## config.mk

```make
export PLATFORM = sky130hd
export DESIGN_NAME = lc3_decode_flat
export DESIGN_NICKNAME = d
export VERILOG_FILES = /design/src/rtl/lc3_pkg.sv /design/src/rtl/lc3_decode_if.sv /design/src/rtl/lc3_decode_ctrl.sv /design/src/rtl/lc3_decode.sv /design/src/flat_wrapper.sv
export SDC_FILE = /design/constraint.sdc
export NUM_CORES = 1
export LEC_CHECK = 0
export BUFFER_PORTS_ARGS = -buffer_cell sky130_fd_sc_hd__buf_2
export CORE_MARGIN = 8
export CORE_UTILIZATION = 46
export DETAILED_ROUTE_END_ITERATION = 6
export GPL_TIMING_DRIVEN = 0
export PLACE_DENSITY_LB_ADDON = 0.2
export SLEW_MARGIN = 0
export SYNTH_ARGS = -nofsm -noshare
export SYNTH_HDL_FRONTEND = slang
export SYNTH_SLANG_ARGS = --single-unit
```

## constraint.sdc

```tcl
create_clock -name clk -period 1.6 [get_ports clk]
set_clock_uncertainty 0.15 [all_clocks]
set_input_delay 0.24 -clock clk [delete_from_list [all_inputs] [get_ports clk]]
set_output_delay 0.24 -clock clk [all_outputs]
set_load 0.01 [all_outputs]
```

## src/rtl/lc3_pkg.sv

```systemverilog
// ---------------------------------------------------------------------------
// lc3_pkg
// Shared LC3 pipeline types and constants.
//   opcode_e  : 4-bit instruction opcode (instr[15:12])
//   alu_op_e  : ALU operation select carried in e_control[5:4]
//   off_sel_e : address offset select carried in e_control[3:2]
//   wb_sel_e  : writeback source select (w_control)
//   cntrl_e   : per-edge pipeline register action (hold / load / flush)
//   NOP_INSTR : bubble instruction word (BR with nzp=000, never taken)
// ---------------------------------------------------------------------------
package lc3_pkg;

    typedef enum logic [3:0] {
        OP_BR   = 4'b0000,
        OP_ADD  = 4'b0001,
        OP_LD   = 4'b0010,
        OP_ST   = 4'b0011,
        OP_JSR  = 4'b0100,
        OP_AND  = 4'b0101,
        OP_LDR  = 4'b0110,
        OP_STR  = 4'b0111,
        OP_RTI  = 4'b1000,
        OP_NOT  = 4'b1001,
        OP_LDI  = 4'b1010,
        OP_STI  = 4'b1011,
        OP_JMP  = 4'b1100,
        OP_RES  = 4'b1101,
        OP_LEA  = 4'b1110,
        OP_TRAP = 4'b1111
    } opcode_e;

    typedef enum logic [1:0] {
        ALU_ADD = 2'b00,
        ALU_AND = 2'b01,
        ALU_NOT = 2'b10
    } alu_op_e;

    typedef enum logic [1:0] {
        OFF_PC9  = 2'b00,
        OFF_OFF6 = 2'b01,
        OFF_ZERO = 2'b10
    } off_sel_e;

    typedef enum logic [1:0] {
        WB_ALU = 2'b00,
        WB_MEM = 2'b01,
        WB_PC  = 2'b10
    } wb_sel_e;

    typedef enum logic [1:0] {
        CNTRL_HOLD  = 2'b00,
        CNTRL_LOAD  = 2'b01,
        CNTRL_FLUSH = 2'b10
    } cntrl_e;

    localparam int          E_CTRL_W  = 6;
    localparam logic [15:0] NOP_INSTR = 16'h0000;

endpackage

```

## src/rtl/lc3_decode_if.sv

```systemverilog
// ---------------------------------------------------------------------------
// lc3_decode_if
// Fetch -> decode -> execute signal bundle around the decode stage.
//   master : fetch/instruction-memory side; drives enable_decode, flush,
//            instr_in, npc_in and observes the registered decode outputs.
//   slave  : the decode stage itself.
// Handshake: there is no valid/ready pair. A word is taken on a rising edge
// when enable_decode=1; enable_decode=0 stalls (stage holds). flush overrides
// both and loads a bubble. dec_valid=1 marks a real instruction downstream.
// Optional macro: LC3_DECODE_ILLEGAL_TRAP_EN adds the sticky `illegal` flag.
// ---------------------------------------------------------------------------
interface lc3_decode_if #(parameter int DW = 16);
    logic          enable_decode;
    logic          flush;
    logic [DW-1:0] instr_in;
    logic [DW-1:0] npc_in;
    logic [DW-1:0] ir;
    logic [DW-1:0] npc_out;
    logic [5:0]    e_control;
    logic [1:0]    w_control;
    logic          mem_control;
    logic          dec_valid;
`ifdef LC3_DECODE_ILLEGAL_TRAP_EN
    logic          illegal;
`endif

    modport master (
        output enable_decode, flush, instr_in, npc_in,
        input  ir, npc_out, e_control, w_control, mem_control, dec_valid
`ifdef LC3_DECODE_ILLEGAL_TRAP_EN
        , input illegal
`endif
    );

    modport slave (
        input  enable_decode, flush, instr_in, npc_in,
        output ir, npc_out, e_control, w_control, mem_control, dec_valid
`ifdef LC3_DECODE_ILLEGAL_TRAP_EN
        , output illegal
`endif
    );
endinterface

```

## src/rtl/lc3_decode_ctrl.sv

```systemverilog
// ---------------------------------------------------------------------------
// lc3_decode_ctrl
// Purely combinational opcode decoder.
//   opcode      in  : instr[15:12]
//   imm_sel     in  : instr[5] (immediate form of ADD/AND)
//   e_control   out : {alu_op[1:0], off_sel[1:0], base_sel, op2_sel}
//   w_control   out : writeback source (wb_sel_e)
//   mem_control out : 1 = indirect memory access (LDI/STI)
//   supported   out : 0 for JSR, RTI, reserved and TRAP (all controls 0)
// ---------------------------------------------------------------------------
module lc3_decode_ctrl
    import lc3_pkg::*;
(
    input  opcode_e    opcode,
    input  logic       imm_sel,
    output logic [5:0] e_control,
    output logic [1:0] w_control,
    output logic       mem_control,
    output logic       supported
);
    alu_op_e  alu_op;
    off_sel_e off_sel;
    wb_sel_e  wb_sel;
    logic     base_sel;
    logic     op2_sel;

    always_comb begin
        alu_op      = ALU_ADD;
        off_sel     = OFF_PC9;
        wb_sel      = WB_ALU;
        base_sel    = 1'b1;     // NPC base unless a register base is used
        op2_sel     = 1'b0;
        mem_control = 1'b0;
        supported   = 1'b1;
        case (opcode)
            OP_ADD: op2_sel = imm_sel;
            OP_AND: begin
                alu_op  = ALU_AND;
                op2_sel = imm_sel;
            end
            OP_NOT: alu_op = ALU_NOT;
            OP_BR, OP_ST: ;
            OP_LD:  wb_sel = WB_MEM;
            OP_LDI: begin
                wb_sel      = WB_MEM;
                mem_control = 1'b1;
            end
            OP_STI: mem_control = 1'b1;
            OP_LEA: wb_sel = WB_PC;
            OP_LDR: begin
                off_sel  = OFF_OFF6;
                base_sel = 1'b0;
                wb_sel   = WB_MEM;
            end
            OP_STR: begin
                off_sel  = OFF_OFF6;
                base_sel = 1'b0;
            end
            OP_JMP: begin
                off_sel  = OFF_ZERO;
                base_sel = 1'b0;
            end
            default: begin  // JSR, RTI, reserved, TRAP
                base_sel  = 1'b0;
                supported = 1'b0;
            end
        endcase
    end

    assign e_control = {alu_op, off_sel, base_sel, op2_sel};
    assign w_control = wb_sel;
endmodule

```

## src/rtl/lc3_decode.sv

```systemverilog
// ---------------------------------------------------------------------------
// lc3_decode
// LC3 decode pipeline stage: registers IR, NPC and the execute/writeback/
// memory control words one clock after capture. flush > enable_decode > hold.
// Unsupported opcodes load as a bubble with ir = the fetched word.
//   clk, rst : rising-edge clock, asynchronous active-high reset
//   bus      : lc3_decode_if.slave (inputs enable_decode/flush/instr_in/
//              npc_in; outputs ir/npc_out/e_control/w_control/mem_control/
//              dec_valid, plus illegal when enabled)
// Optional macro: LC3_DECODE_ILLEGAL_TRAP_EN (sticky `illegal` flag).
// ---------------------------------------------------------------------------
module lc3_decode
    import lc3_pkg::*;
#(
    parameter int DW = 16
) (
    input  logic         clk,
    input  logic         rst,
    lc3_decode_if.slave  bus
);
    logic [DW-1:0] ir_q;
    logic [DW-1:0] npc_q;
    logic [5:0]    e_q;
    logic [1:0]    w_q;
    logic          m_q;
    logic          valid_q;

    logic [5:0]    e_dec;
    logic [1:0]    w_dec;
    logic          m_dec;
    logic          supported;
    cntrl_e        action;

    lc3_decode_ctrl u_ctrl (
        .opcode      (opcode_e'(bus.instr_in[DW-1:DW-4])),
        .imm_sel     (bus.instr_in[5]),
        .e_control   (e_dec),
        .w_control   (w_dec),
        .mem_control (m_dec),
        .supported   (supported)
    );

    always_comb begin
        action = CNTRL_HOLD;
        if (bus.flush)
            action = CNTRL_FLUSH;
        else if (bus.enable_decode)
            action = CNTRL_LOAD;
    end

    always_ff @(posedge clk or posedge rst) begin
        if (rst) begin
            ir_q    <= '0;
            npc_q   <= '0;
            e_q     <= '0;
            w_q     <= '0;
            m_q     <= 1'b0;
            valid_q <= 1'b0;
        end else begin
            case (action)
                CNTRL_FLUSH: begin
                    ir_q    <= DW'(NOP_INSTR);
                    npc_q   <= bus.npc_in;
                    e_q     <= '0;
                    w_q     <= '0;
                    m_q     <= 1'b0;
                    valid_q <= 1'b0;
                end
                CNTRL_LOAD: begin
                    // Unsupported words keep their bits in ir for debug but
                    // travel as a bubble with all controls cleared.
                    ir_q    <= bus.instr_in;
                    npc_q   <= bus.npc_in;
                    e_q     <= supported ? e_dec : '0;
                    w_q     <= supported ? w_dec : '0;
                    m_q     <= supported & m_dec;
                    valid_q <= supported;
                end
                default: ;
            endcase
        end
    end

`ifdef LC3_DECODE_ILLEGAL_TRAP_EN
    logic illegal_q;

    always_ff @(posedge clk or posedge rst) begin
        if (rst)
            illegal_q <= 1'b0;
        else if (action == CNTRL_LOAD && !supported)
            illegal_q <= 1'b1;
    end

    assign bus.illegal = illegal_q;
`endif

    assign bus.ir          = ir_q;
    assign bus.npc_out     = npc_q;
    assign bus.e_control   = e_q;
    assign bus.w_control   = w_q;
    assign bus.mem_control = m_q;
    assign bus.dec_valid   = valid_q;
endmodule

```

## src/flat_wrapper.sv

```systemverilog
// flat-port wrapper written by rule: the top's interface ports become plain ports
module lc3_decode_flat import lc3_pkg::*;
#(
    parameter int DW = 16
)
  (clk, rst, bus_enable_decode, bus_flush, bus_instr_in, bus_npc_in, bus_ir, bus_npc_out, bus_e_control, bus_w_control, bus_mem_control, bus_dec_valid);
  lc3_decode_if #(.DW(DW)) bus_i ();
  input  logic clk;
  input  logic rst;
  input wire logic [$bits(bus_i.enable_decode)-1:0] bus_enable_decode;
  input wire logic [$bits(bus_i.flush)-1:0] bus_flush;
  input wire logic [$bits(bus_i.instr_in)-1:0] bus_instr_in;
  input wire logic [$bits(bus_i.npc_in)-1:0] bus_npc_in;
  output wire logic [$bits(bus_i.ir)-1:0] bus_ir;
  output wire logic [$bits(bus_i.npc_out)-1:0] bus_npc_out;
  output wire logic [$bits(bus_i.e_control)-1:0] bus_e_control;
  output wire logic [$bits(bus_i.w_control)-1:0] bus_w_control;
  output wire logic [$bits(bus_i.mem_control)-1:0] bus_mem_control;
  output wire logic [$bits(bus_i.dec_valid)-1:0] bus_dec_valid;
  assign bus_i.enable_decode = bus_enable_decode;
  assign bus_i.flush = bus_flush;
  assign bus_i.instr_in = bus_instr_in;
  assign bus_i.npc_in = bus_npc_in;
  assign bus_ir = bus_i.ir;
  assign bus_npc_out = bus_i.npc_out;
  assign bus_e_control = bus_i.e_control;
  assign bus_w_control = bus_i.w_control;
  assign bus_mem_control = bus_i.mem_control;
  assign bus_dec_valid = bus_i.dec_valid;
  lc3_decode #(.DW(DW)) u_core (.clk(clk), .rst(rst), .bus(bus_i));
endmodule
```

==> reports/qor.yml <==
synth_ff_type: "dfrtp_1"
cts.sinks: 42
grt_overflow_total: 0
vias: 1311
yosysTopAreaCellShare_pct: 61.22
required_ns: 1.76
worstMarginPinSlew_ns: 0.8296
grt_pass1_vias: 1419
post_cts_buffers: 0
antenna_found_initial: 0
p_leak_nw: 1.213
critPathLaunchType: "input port"
gp_congestion: 0.8230
syn_inst: 135
wl_mm: 4.034
synth.most_common_cell: "dfrtp_1"
netlist_area_um2: 1717
slew_headroom_pct: 44.62
avgSynthCellArea_um2: 12.72
h-tree-depth: 2
period_share_pct: 83.74
hp-class: "input port to flip-flop"
synth-edff-count: 0
die-area_um2: 5943
antenna_cells: 0
stdcell_count: 269
nNetsFinal: 256
pwr-share-clk_pct: 31.7
fp.dieH_um: 77.09
rsz0062_at_grt: "false"
final_util_pct: 62.43
clk_latency_ns: 0.28
crit_arrival_ns: 1.50
dp_hpwl_mm: 3.189
maxSlewViolCount: 0
dp.cells: 259
ys_seq_area_share_pct: 61.22
port_buffers: 76
cts-root-buf: "clkbuf_8"
grt_usage_pct: 13.94
setup_viol: 0
drive_above_1_share_pct: 41.18
yosysTopAreaCell: "dfrtp_1"
synthTopCellsByArea: "dfrtp_1, mux2_1, mux2i_1"
grt_pass1_wl_mm: 6.775
finalHoldViolCount: 0
cap_violations: 0
rows: 22
ys_seq_elements: 42
synthTopCellsByCount: "dfrtp_1, nor2_1, mux2_1, mux2i_1"
syn_to_final_growth_pct: 32.14
die_w_um: 77.09
initial_core_util_pct: 47.25
fmaxAchievable_mhz: 746.4
cts_buffer_depth: 2
yosysWarningCount: 0
firstDrtPassIters: 4
seqPwrFrac_pct: 53.9
netSwitchingPower_w: 0.0005309
path_clk_slew_ns: 0.08
ant_nets: 0
async_reset_ff_share_pct: 100.0
grt_max_degree: 43
viasPerCell: 4.874
outcome: "completed"
switching_share_pct: 24.71
cp-end-kind: "asynchronous set/reset pin"
drt_iter0_markers: 88
cts_tree: "done"
period_needed_ns: 1.340
cts_buffers: 5
crit_type: "input port to asynchronous set/reset pin"
ir_drop_v: 0.0005539
pwr_density_cell_nw_per_um2: 947.1
comb_power_share_pct: 14.4
wl_per_cell_um: 15.00
intPower_w: 0.001618
ys_types: 22
io-pin-count: 78
crit_fanout: 42
drc: 0
synthesis.nets: 171
core_um2: 3633
## layer usage
| layer | track usage, % | share of wire (%) | vias up |
|---|---|---|---|
| met5 | 0 | 0 | - |
| met4 | 4.151 | 1.1 | 0 |
| met3 | 5.478 | 5.6 | 6 |
| met2 | 23.96 | 53 | 42 |
| met1 | 15.49 | 40 | 631 |
| li1 | - | - | 632 |
## worst paths after layout
kind                                                    from                             endpoint  slack, ns  cells after the start
hold reg to reg            u_core.bus.npc_out[2]$_DFFE_PP0P_    u_core.bus.npc_out[2]$_DFFE_PP0P_       0.34                      1
setup reg to reg           u_core.bus.npc_out[8]$_DFFE_PP0P_    u_core.bus.npc_out[8]$_DFFE_PP0P_       0.65                      1
min in group asynchronous                                rst    u_core.bus.npc_out[6]$_DFFE_PP0P_       0.52                      3
max in group clk                u_core.bus.ir[0]$_DFFE_PP0P_                            bus_ir[0]       0.39                      1
setup / recovery                                         rst  u_core.bus.e_control[5]$_DFFE_PP0P_       0.26                      3
hold / removal                                bus_npc_in[13]   u_core.bus.npc_out[13]$_DFFE_PP0P_       0.01                      2
## power by group through the flow
| stage | logic, W | clock network, W | registers [W] |
|---|---|---|---|
| 2_1_floorplan | 0.000135 | 0 | 0.00121 |
| 3_3_place_gp | 0.000305 | 0 | 0.00117 |
| 3_5_place_dp | 0.000315 | 0 | 0.00118 |
| 4_1_cts | 0.000319 | 0.000707 | 0.00116 |
| 5_1_grt | 0.000344 | 0.000759 | 0.00117 |
| 6_report | 0.000310 | 0.000681 | 0.00116 |
## worst max-delay path, stage by stage
cell           delay (ns)
dlygate4sd3_1        0.53
buf_2                0.12
inv_2                0.59
## state kept, by name, indices dropped and copies added, names as in the netlist
| name | count |
|---|---|
| u_core.bus.dec_valid | 1 |
| u_core.bus.mem_control | 1 |
| u_core.bus.ir | 16 |
| u_core.bus.e_control | 6 |
| u_core.bus.npc_out | 16 |
| u_core.bus.w_control | 2 |
## kinds of logic (layout without fill, tap and decap cells)
group           count (synthesis)  after routing  share of synthesized area [%]
flops                          42             42                          61.22
simple gates                   37             37                          10.42
mux                            32             32                          19.82
compound gates                 13             13                          5.029
buf+inv                        11             97                          3.499
## stage by stage
step                worst slack (ns)  instance area (µm²)  power (W)  hold slack, ns  TNS, ns
floorplan                     0.2356                 1717   0.001344          0.1531        0
global placement             -0.1871                 2157   0.001478          0.3011   -7.809
detailed placement            0.1720                 2157   0.001494          0.3055        0
CTS                           0.1739                 2268   0.002184        0.001799        0
global route                 0.04758                 2268   0.002269       0.0006765        0
finish                        0.2602                 2268   0.002148         0.01037        0
## layout make-up
type	instances	area, µm²
plain buffers	9	52.55
clock buffers	7	86.33
clock inverters	1	5.005
fillers	325	1365
inverters	2	7.507
multi-input cells	82	605.6
flip-flops and latches	42	1051
well taps	48	60.06
repair buffers	78	400.4
## placed cells by master, fill, tap and decap left out, types with 2 or more instances in the layout
| cell type | count |
|---|---|
| buf_4 | 4 |
| mux2i_1 | 16 |
| a21oi_1 | 5 |
| nand4_1 | 2 |
| a22o_1 | 2 |
| a32o_1 | 2 |
| nand2b_1 | 5 |
| nor2_1 | 19 |
| nor2b_1 | 3 |
| dfrtp_1 | 42 |
| mux2_1 | 16 |
| clkbuf_8 | 6 |
| o21ai_0 | 2 |
| buf_2 | 79 |
| nand3_1 | 4 |
| dlygate4sd3_1 | 2 |
| clkbuf_1 | 3 |
## what timing repair did
item                      4_1_cts  5_1_grt
hold endpoints to repair        3        0
hold buffers                    2        0
resized for setup               0        0
No activity file was read; power rests on OpenSTA's default activity.
